### config.mk
export PLATFORM = sky130hd
export DESIGN_NAME = clk_div_monitor
export DESIGN_NICKNAME = d
export VERILOG_FILES = /design/src/rtl/clk_div_monitor.sv
export SDC_FILE = /design/constraint.sdc
export NUM_CORES = 1
export LEC_CHECK = 0
export CAP_MARGIN = 20
export CORE_MARGIN = 1
export CORE_UTILIZATION = 56
export DETAILED_ROUTE_END_ITERATION = 10
export PLACE_DENSITY = 0.83
export SLEW_MARGIN = 20
export SYNTH_ARGS = -nofsm -noshare
export SYNTH_HDL_FRONTEND = slang
export SYNTH_SLANG_ARGS = --single-unit
export TNS_END_PERCENT = 10
### constraint.sdc
create_clock -name clk_in -period 4 [get_ports clk_in]
set_input_delay 1 -clock clk_in [delete_from_list [all_inputs] [get_ports clk_in]]
set_output_delay 1 -clock clk_in [all_outputs]
set_load 0.01 [all_outputs]
### src/rtl/clk_div_monitor.sv
// Measures high width, low width and period of an asynchronous divided clock in clk_in cycles.
// Define CLK_MON_TIMEOUT_EN to abort a measurement and flag `stuck` when a phase reaches TIMEOUT.
module clk_div_monitor #(
  parameter int CNT_W   = 8,
  parameter int EXP_DIV = 5,
  parameter int TOL     = 1,
  parameter int TIMEOUT = 255
) (
  input  logic             clk_in,
  input  logic             rst,
  input  logic             clk_mon,
  output logic [CNT_W-1:0] high_cnt,
  output logic [CNT_W-1:0] low_cnt,
  output logic [CNT_W:0]   period,
  output logic             meas_valid,
  output logic             ratio_ok,
  output logic             stuck
);

  typedef enum logic [1:0] {SEEK, HIGH, LOW} state_t;

  localparam logic [CNT_W-1:0] CNT_MAX = '1;
  localparam logic [CNT_W:0]   EXP_V   = (CNT_W+1)'(EXP_DIV);
  localparam logic [CNT_W:0]   TOL_V   = (CNT_W+1)'(TOL);

  if (TIMEOUT > (2**CNT_W) - 1) begin : g_timeout_range
    $error("clk_div_monitor: TIMEOUT does not fit in CNT_W bits");
  end

  logic             s1, s2, s3;
  logic             rise, fall;
  state_t           state, state_nxt;
  logic [CNT_W-1:0] hcnt, hcnt_nxt;
  logic [CNT_W-1:0] lcnt, lcnt_nxt;
  logic [CNT_W-1:0] hold, hold_nxt;
  logic             latch;
  logic [CNT_W:0]   new_period;
  logic             new_ok;

  function automatic logic [CNT_W-1:0] sat_inc(input logic [CNT_W-1:0] v);
    return (v == CNT_MAX) ? v : v + 1'b1;
  endfunction

  // Synchronizer resets high so a clk_mon already high at release is not seen as a rise.
  always_ff @(posedge clk_in or posedge rst) begin
    if (rst) begin
      s1 <= 1'b1;
      s2 <= 1'b1;
      s3 <= 1'b1;
    end else begin
      s1 <= clk_mon;
      s2 <= s1;
      s3 <= s2;
    end
  end

  assign rise = s2 & ~s3;
  assign fall = ~s2 & s3;

  assign new_period = {1'b0, hold} + {1'b0, lcnt};
  assign new_ok = (new_period >= EXP_V) ? ((new_period - EXP_V) <= TOL_V)
                                        : ((EXP_V - new_period) <= TOL_V);

`ifdef CLK_MON_TIMEOUT_EN
  localparam logic [CNT_W-1:0] TO_V = CNT_W'(TIMEOUT);
  logic stuck_nxt;
`endif

  always_comb begin
    state_nxt = state;
    hcnt_nxt  = hcnt;
    lcnt_nxt  = lcnt;
    hold_nxt  = hold;
    latch     = 1'b0;
`ifdef CLK_MON_TIMEOUT_EN
    stuck_nxt = stuck;
`endif
    case (state)
      SEEK: begin
        if (rise) begin
          hcnt_nxt  = {{(CNT_W-1){1'b0}}, 1'b1};
          state_nxt = HIGH;
`ifdef CLK_MON_TIMEOUT_EN
          stuck_nxt = 1'b0;
`endif
        end
      end
      HIGH: begin
        if (fall) begin
          hold_nxt  = hcnt;
          lcnt_nxt  = {{(CNT_W-1){1'b0}}, 1'b1};
          state_nxt = LOW;
        end else begin
          hcnt_nxt = sat_inc(hcnt);
`ifdef CLK_MON_TIMEOUT_EN
          if (hcnt_nxt >= TO_V) begin
            stuck_nxt = 1'b1;
            state_nxt = SEEK;
          end
`endif
        end
      end
      LOW: begin
        if (rise) begin
          latch     = 1'b1;
          hcnt_nxt  = {{(CNT_W-1){1'b0}}, 1'b1};
          state_nxt = HIGH;
        end else begin
          lcnt_nxt = sat_inc(lcnt);
`ifdef CLK_MON_TIMEOUT_EN
          if (lcnt_nxt >= TO_V) begin
            stuck_nxt = 1'b1;
            state_nxt = SEEK;
          end
`endif
        end
      end
      default: state_nxt = SEEK;
    endcase
  end

  // Measurement outputs only move on the cycle a full period completes.
  always_ff @(posedge clk_in or posedge rst) begin
    if (rst) begin
      state      <= SEEK;
      hcnt       <= '0;
      lcnt       <= '0;
      hold       <= '0;
      high_cnt   <= '0;
      low_cnt    <= '0;
      period     <= '0;
      ratio_ok   <= 1'b0;
      meas_valid <= 1'b0;
    end else begin
      state      <= state_nxt;
      hcnt       <= hcnt_nxt;
      lcnt       <= lcnt_nxt;
      hold       <= hold_nxt;
      meas_valid <= latch;
      if (latch) begin
        high_cnt <= hold;
        low_cnt  <= lcnt;
        period   <= new_period;
        ratio_ok <= new_ok;
      end
    end
  end

`ifdef CLK_MON_TIMEOUT_EN
  always_ff @(posedge clk_in or posedge rst) begin
    if (rst) stuck <= 1'b0;
    else     stuck <= stuck_nxt;
  end
`else
  assign stuck = 1'b0;
`endif

endmodule

# Word-level counts from Yosys, hierarchy flattened
# Index checks and enable logic that the tools add are counted.
word_totals:
  reg_bits: 56
  inputBits: 3
  out_inout_bits: 28
  wordCells: 56
classes:
  add_sub_neg: 5
  magnitude_cmp: 3
  n_eq_ne: 10
  n_mux: 14
  bitwise_logic: 4
  n_reduce_logical: 8
ops:
  columns: ["op", "n"]
  rows:
  - ["$mux 8", 6]
  - ["$pmux 8 s2", 2]
  - ["$le 9x1->1 const B", 2]
  - ["$add 8x1->8 const B", 2]
  - ["$eq 8x8->1 const B", 2]
  - ["$ne 2x2->1 const B", 5]
  - ["$add 8x8->9", 1]
  - ["$ge 9x3->1 const B", 1]
  - ["$sub 3x9->9 const A", 1]
  - ["$sub 9x3->9 const B", 1]
  - ["$reduce_and 4->1", 2]
  - ["$mux 2", 2]
  - ["$pmux 2 s2", 1]
  - ["$reduce_and 2->1", 2]
  - ["$reduce_bool 2->1", 2]
  - ["$mux 1", 3]
  - ["$and 1x1->1", 2]
  - ["$eq 2x1->1 const B", 1]
  - ["$eq 2x2->1 const B", 1]
  - ["$logic_not 2->1", 1]
  - ["$ne 2x1->1 const B", 1]
  - ["$not 1->1", 2]
  - ["$reduce_or 2->1", 1]

# Longest topological paths before layout
# Gate-level depths: netlist of the first run.
depth:
  word_depth: 4
  mapped_depth: 11
  mapped_depth_nobuf: 11

# Worst setup path after synthesis of the first run
# OpenSTA, ideal clock, no wires.
synth_path:
  kind: "reg-to-reg"
  from: "register lcnt[0]"
  to: "register ratio_ok"
  setup_ps: 92
  arrival_time_ps: 2723
  required_ps: 3908
  setup_slack_ps: 1185
  path_stages_with_launch: 11
  path_buffers: 0
  synth_period_minus_slack_ps: 2815
  path_cell_list: "dfrtp_1 -> ha_1 -> fa_1 -> xnor2_1 -> inv_1 -> ha_1 -> a21oi_1 -> xnor3_4 -> o211ai_1 -> a31oi_1 -> o31ai_2"
synth_via:
  elab_chain_len: 4
  word_cells_on_any_way: 7
  classes_between: "3 x add/sub; 3 x order compare; 1 x mux"
synth_lines:
  columns: ["item", "line_no", "text"]
  rows:
  - ["from (decl)", "34", "logic [CNT_W-1:0] lcnt, lcnt_nxt;"]
  - ["from (signal assigned)", "137", "lcnt <= lcnt_nxt;"]
  - ["$add 8x8->9 (*)", "60", "assign new_period = {1'b0, hold} + {1'b0, lcnt};"]
  - ["net new_period[2]", "37", "logic [CNT_W:0] new_period;"]
  - ["$sub 3x9->9 or $sub 9x3->9 (tied branches)", "62, 61", null]
  - ["$le 9x1->1, on equally long branches", "62, 61", null]
  - ["$mux 1 (*)", "61", "assign new_ok = (new_period >= EXP_V) ? ((new_period - EXP_V) <= TOL_V)"]
  - ["to (signal assigned)", "144", "ratio_ok <= new_ok;"]
  - ["to (decl)", "16", "output logic ratio_ok,"]
# Mark *: on every way through the listed nets, which the timed path passes. The rest lies on a longest branch.
# A chain may end at the register's enable or synchronous reset.

# Worst setup path in the final report of the first run
# Ends and elaborated chain as after synthesis.

==> summary.md, run 1 <==
| Metric | Value |
|---|---|
| Critical path class | register to register |
| Crit end category | register |
| Sequential element share of the synthesized area | 0.481 |
| CP Depth | 10 |
| FFs w/ async S/R, synth | 1.00 |
| Ys Warns | 0 |
| Multi-input logic area | 1430 sq um |
| Met3 usage | 0.0312 |
| Fmax | 0.315 GHz |
| P_sw | 0.000797 W |
| Worst path bufs/invs | 1 |
| Switch share | 0.395 |
| Final Max Tran Viols | 0 |
| Die X | 74.2 microns |
| GR Util met1 | 0.314 |
| Pin count of the biggest net entering global routing | 38 |
| Routed WL per cell | 14.3 microns |
| Max stage delay on crit path | 0.45 ns |
| Pint | 0.00122 W |
| CTS resizes | 0 |
| Initial antenna violation count | 0 |
| Max VDD drop | 311 uV |
| GR Overflow Total | 0 |
| Initial DRC count | 153 |
| Routed vias | 2176 |
| Layout area overhead | 15.3% |
| Slew headroom | 0.531 |
| RR Endpoint | ratio_ok |
| Final nets | 351 |
| Cell Chain, Critical Path | ha_1 -> fa_1 -> xnor2_1 -> inv_1 -> ha_1 -> a21oi_1 -> xnor3_4 -> o211ai_1 -> a31oi_1 -> o31ai_2 |
| Met2 global-route usage | 0.421 |
| Clock-pin slew on the worst setup and hold paths | 0.10 ns |
| Final wirelength | 5720 microns |
| Maxcap violations | 0 |
| TritonCTS clock tree | yes |
| Post-DP Area | 3270 sq um |
| Routed Antenna Nets | 0 |
| Die area | 5510 sq um |
| Syn Inst Count | 301 |
| Final period utilization | 0.793 |
| Crit-path most repeated cell | ha_1 |
| Power Dens Cells | 599 nW/um^2 |
| Initial DRT Pass Iterations | 4 |
| Worst R2R Path Depth | 10 |
| # fillers | 388 |
| First-pass GRT wire length | 10100 microns |
| Die height | 74.2 microns |
| P_leak | 1.62 nW |
| DRC | 0 |
| Clk buf depth | 2 |
| FF-to-FF setup slack | 0.83 ns |
| Clk_lat worst skew | 0.31 ns |
| Slowest cell on crit path | dfrtp_1 |
| Total GRT Usage | 0.244 |
| # rows | 25 |
| Comb power frac | 0.459 |
| H-tree Lvls | 2 |
| Part of the power in registers | 0.380 |
| Number of global-route vias before repair | 2185 |
| Clk sinks | 56 |
| Worst hold-check path type | register to register |
| Synthesized cell area | 2920 sq um |
| Ratio of cells with drive above 1 in the final layout | 0.117 |
| Syn avg cell area | 9.71 sq um |
| Fin area | 3370 sq um |
| Crit path DAT | 3.41 ns |
| Outcome | finished, final reports clean |
| Setup TNS | 0 ns |
| Grt peak-use layer | met2 |
| Initial core utilization | 0.599 |
| Worst-margin pin slew | 0.702 ns |
| Vias per cell | 5.45 |
| Final setup skew | 0.00937 ns |
| Root buf cell | clkbuf_8 |
| Clk network pwr share | 0.161 |
| Diodes inserted | 0 |
| CTS buffer count | 5 |
| Io pins | 31 |
| Final Setup Violations | 0 |
| Syn nets | 321 |
| Startpoint Class | register |
| Post-synth EDFFs | 0 |
| Gpl congestion | 0.859 |
| Critical Path Start | lcnt[0] |
| DP HPWL | 4270 microns |
| Max FO, Critical Path | 6 |
| Core area | 4880 sq um |
| CP delay by family, top | adder cells |
| Worst EP required | 4.23 ns |
| IO buf count | 29 |
| #FFs+latches synth | 56 |
| RSZ-0062 raised after global routing | no |
| Final Hold Vio Count | 0 |
| Netlist cell types | 48 |
| Worst setup path end | ratio_ok |
| Min cycle time layout | 3.17 ns |
| # hold bufs at CTS | 0 |
| Worst R2R Start | lcnt[0] |
| Register Area | 1410 sq um |
| Main synth FF type | dfrtp_1 |
| Post-CTS setup buffers | 0 |
## logic make-up after synthesis
logic type               count (synthesis)  share of synthesized area
multiplexers                            12                     0.0458
flip-flops                              56                      0.481
XOR/XNOR                                14                     0.0480
buffers and inverters                   20                     0.0300
AO/OA/AOI/OAI                           44                      0.111
AND/OR/NAND/NOR                        137                      0.208
other                                    1                    0.00128
adder cells (fa/ha/maj)                 17                     0.0754
## synthesized netlist by cell type, drive strengths merged, types with 6 or more instances
| cell | number | share of area |
|---|---|---|
| nand3 | 13 | 0.022 |
| mux2 | 11 | 0.042 |
| inv | 11 | 0.014 |
| nor2 | 22 | 0.029 |
| a21o | 6 | 0.016 |
| xnor2 | 12 | 0.036 |
| dfrtp | 53 | 0.45 |
| a21oi | 11 | 0.020 |
| nor3 | 7 | 0.012 |
| ha | 16 | 0.069 |
| nand2 | 74 | 0.095 |
| o21ai | 12 | 0.023 |
## routing by layer
layer  up-vias  wire, microns
met3        12            154
met2        34           2840
met1      1048           2610
met5         -              0
met4         0            110
li1       1082              -
## worst register-to-register path, cell delays in order (launching register included)
cell and delay, ns:
dfrtp_1 0.45, ha_1 0.27, fa_1 0.43, xnor2_1 0.32, inv_1 0.17, ha_1 0.22
a21oi_1 0.31, xnor3_4 0.38, o211ai_1 0.20, a31oi_1 0.13, o31ai_2 0.22
## cell type report
class	count	share of cell area
Inverter	11	0.0123
Timing Repair Buffer	32	0.0928
Clock inverter	2	0.00446
Sequential cell	56	0.417
Multi-Input combinational cell	225	0.424
Clock buffer	6	0.0245
Tap cell	67	0.0249
## state kept, by name (all words and copies together), names as in the netlist
register    cells
hcnt            8
high_cnt        8
hold            8
lcnt            8
low_cnt         8
meas_valid      1
period          9
ratio_ok        1
s1              1
s2              1
s3              1
state           2
## power groups by stage
stage	registers [W]	clock network, W	logic, W
6_report	0.000767	0.000324	0.000926
5_1_grt	0.000787	0.000353	0.00103
4_1_cts	0.000767	0.000333	0.000919
3_5_place_dp	0.000778	0	0.000918
3_3_place_gp	0.000770	0	0.000861
2_1_floorplan	0.000779	0	0.000659
## placed cells by master, fill, tap and decap left out, drive strengths merged, types with 5 or more instances in the layout
master / synthesis / final
a21o: 6 / 6
a21oi: 11 / 11
clkbuf: 5 / 6
clkdlybuf4s50: 0 / 29
dfrtp: 53 / 53
ha: 16 / 16
inv: 11 / 11
mux2: 11 / 11
nand2: 74 / 74
nand3: 13 / 13
nor2: 22 / 22
nor2b: 5 / 5
nor3: 7 / 7
o21ai: 12 / 12
xnor2: 12 / 12
## worst min path at each step
| stage | startpoint | endpoint | slack, ns | cells after the start |
|---|---|---|---|---|
| 3_3_place_gp | s1 | s2 | 0.35 | 0 |
| 3_5_place_dp | s1 | s2 | 0.35 | 0 |
| 6_report | s1 | s2 | 0.36 | 0 |
| 2_1_floorplan | s1 | s2 | 0.35 | 0 |
| 4_1_cts | s1 | s2 | 0.37 | 0 |
| 5_1_grt | s1 | s2 | 0.37 | 0 |
## stage by stage
step / power [W] / setup slack [ns] / hold slack (ns) / utilization / std cells
6_report: 0.00202 / 0.827 / 0.364 / 0.691 / 399
5_1_grt: 0.00217 / 0.657 / 0.373 / 0.691 / 399
4_1_cts: 0.00202 / 0.844 / 0.367 / 0.691 / 399
3_5_place_dp: 0.00170 / 0.851 / 0.353 / 0.671 / 391
3_3_place_gp: 0.00163 / 1.04 / 0.349 / 0.671 / 391
2_1_floorplan: 0.00144 / 1.19 / 0.345 / - / 301
Note: power is estimated with default switching activity, not from simulation.
==> run 2: changes to the inputs <==
--- a/config.mk
+++ b/config.mk
@@ -7,9 +7,9 @@
 export LEC_CHECK = 0
 export CAP_MARGIN = 20
 export CORE_MARGIN = 1
-export CORE_UTILIZATION = 56
+export CORE_UTILIZATION = 51
 export DETAILED_ROUTE_END_ITERATION = 10
-export PLACE_DENSITY = 0.83
+export PLACE_DENSITY = 0.8
 export SLEW_MARGIN = 20
 export SYNTH_ARGS = -nofsm -noshare
 export SYNTH_HDL_FRONTEND = slang
==> constraint.sdc (replaced) <==
create_clock -name clk_in -period 2.68 [get_ports clk_in]
set_input_delay 0.67 -clock clk_in [delete_from_list [all_inputs] [get_ports clk_in]]
set_output_delay 0.67 -clock clk_in [all_outputs]
set_load 0.01 [all_outputs]
==> run 2 against run 1 <==
Effect of this change: sequential power grew 45%; register-to-register slack lost 0.73 ns; cell count grew 5.0%; setup slack lost 0.73 ns; non-clock buffer count grew 15; sequential cell count is the same; final area grew 5.4%; count of clock-buffer cells in the layout is the same; first-iteration DRC count grew 6.5%.
==> summary.md, run 2 (synthesized netlist as in run 1, its figures left out) <==
| Metric | Value |
|---|---|
| Outcome | finished, final reports clean |
| Clk buf depth | 2 (unchanged) |
| Final Hold Vio Count | 0 (unchanged) |
| Worst R2R Start | hold[0] |
| Number of global-route vias before repair | 2155 (-1.4%) |
| Hold_sp | s1 |
| H-tree Lvls | 2 (unchanged) |
| P_leak | 1.71 nW (+5.5%) |
| # rows | 27 (+8.0%) |
| Pin count of the biggest net entering global routing | 26 (-32%) |
| Post-Layout Cell Count | 419 (+5.0%) |
| Gpl congestion | 0.905 (+5.3%) |
| DRC | 0 (unchanged) |
| Startpoint Class | register |
| GR Overflow Total | 0 (unchanged) |
| Cells after DPL | 405 (+3.6%) |
| Largest register FFs | 9 (unchanged) |
| Switch share | 0.389 (-0.00655) |
| Final period utilization | 0.962 (+0.169) |
| Clk_lat worst skew | 0.31 ns (about the same) |
| Diodes inserted | 0 (unchanged) |
| Max FO, Critical Path | 3 (-3) |
| Critical Path Start | hold[0] |
| Maxcap violations | 0 (unchanged) |
| Final Setup Violations | 0 (unchanged) |
| DP HPWL | 4400 microns (+2.9%) |
| Part of the power in registers | 0.323 (-0.057) |
| Critical path class | register to register |
| Crit path DAT | 2.81 ns (-0.60 ns) |
| Initial core utilization | 0.531 (-0.0682) |
| Hold slack final | 0.361 ns (-0.00321 ns) |
| Clk network pwr share | 0.143 (-0.018) |
| Final wirelength | 6010 microns (+5.2%) |
| Routed Antenna Nets | 0 (unchanged) |
| Ratio of cells with drive above 1 in the final layout | 0.182 (+0.0641) |
| TritonCTS clock tree | yes |
| Core area | 5510 sq um (+13%) |
| Root buf cell | clkbuf_8 |
| Most common cell after layout, fill and taps aside | nand2_1 |
| Die X | 77.7 microns (+4.7%) |
| Comb power frac | 0.534 (+0.075) |
| Worst EP required | 2.91 ns (-1.32 ns) |
| Clk sinks | 56 (unchanged) |
| Slew headroom | 0.568 (+0.0363) |
| Fmax | 0.388 GHz (+23%) |
| Io pins | 31 (unchanged) |
| Routed vias | 2266 (+4.1%) |
| IO buf count | 29 (unchanged) |
| First-pass GRT wire length | 10300 microns (+1.7%) |
| P_sw | 0.00134 W (+68%) |
| Routed WL per cell | 14.3 microns (+0.16%) |
| Worst hold-check path type | register to register |
| Final Max Tran Viols | 0 (unchanged) |
| Util after Layout | 0.645 (-0.0457) |
| Initial DRT Pass Iterations | 4 (unchanged) |
| Die height | 77.7 microns (+4.7%) |
| Total GRT Usage | 0.220 (-0.0242) |
| Initial DRC count | 163 (+6.5%) |
| CTS buffer count | 5 (unchanged) |
| Final setup skew | 0.00309 ns (-0.00628 ns) |
| Worst-margin pin slew | 0.645 ns (-0.0575 ns) |
| Commonest cells after routing, fill and taps aside | 74 x nand2_1, 53 x dfrtp_1, 29 x clkdlybuf4s50_1, 21 x nor2_1, 17 x buf_4 |
| Min cycle time layout | 2.58 ns (-0.594 ns) |
| Vias per cell | 5.41 (-0.83%) |
| Initial antenna violation count | 0 (unchanged) |
| Die area | 6030 sq um (+9.5%) |
| Final nets | 366 (+4.3%) |
| Reg with most FFs | period |
| Crit end category | register |
| Layout area overhead | 21.5% |
| Max VDD drop | 565 uV (+82%) |
| Clock-pin slew on the worst setup and hold paths | 0.10 ns (about the same) |
| Pint | 0.00210 W (+73%) |
| Power Dens Cells | 969 nW/um^2 (+62%) |
run 2: metal layers:
layer / track usage / share of wire
met5: 0 / 0
met4: 0.0623 / 0.010
met3: 0.0459 / 0.047
met2: 0.371 / 0.51
met1: 0.286 / 0.43
run 2: worst paths after layout:
| kind | endpoint | slack, ns | cells after the start |
|---|---|---|---|
| worst min register to register | s2 | 0.36 | 0 |
| worst max-delay path | ratio_ok | 0.10 | 10 |
| max in group asynchronous | hold[5] | 1.42 | 3 |
| worst min-delay path | s2 | 0.36 | 0 |
| worst max register to register | ratio_ok | 0.10 | 10 |
| min in group asynchronous | state[1] | 0.70 | 2 |
run 2: area by class of cell:
type | instances | area (sq um)
Clock buffer | 6 | 82.6
Clock inverter | 2 | 13.8
Fill cell | 448 | 1960
Inverter | 11 | 41.3
Multi-Input combinational cell | 225 | 1480
Sequential cell | 56 | 1410
Tap cell | 72 | 90.1
Timing Repair Buffer | 47 | 438
run 2: worst max-delay path, cell delays in order, from the launching register on:
cell      delay (ns)
dfrtp_1         0.41
ha_2            0.20
fa_2            0.37
buf_4           0.15
buf_4           0.12
a21o_1          0.16
a221oi_2        0.33
o21ai_2         0.16
nor4_1          0.30
a31oi_1         0.09
o31ai_2         0.20
run 2: power groups by stage:
stage	clock network [W]	logic (W)	registers (W)
final	0.000494	0.00184	0.00111
after global routing	0.000544	0.00205	0.00114
after CTS	0.000510	0.00163	0.00111
after detailed placement	0	0.00156	0.00113
after global placement	0	0.00148	0.00112
after floorplan	0	0.00103	0.00116
run 2: through the flow:
stage               instance area (sq um)  setup TNS, ns  total power, W  setup slack [ns]
CTS                                  3490              0         0.00325           0.00241
global route                         3550        -0.0648         0.00373           -0.0648
finish                               3550              0         0.00344             0.101
detailed placement                   3370        -0.0636         0.00269           -0.0636
global placement                     3370              0         0.00260            0.0787
floorplan                            2940              0         0.00220            0.0542
run 2: what timing repair did:
item,in CTS,in global routing
hold buffers,0,0
endpoints found under the setup margin,1,1
gates cloned,0,0
resized for setup,2,6
pin swaps,3,9
endpoints found under the hold margin,0,0
buffers inserted,2,4
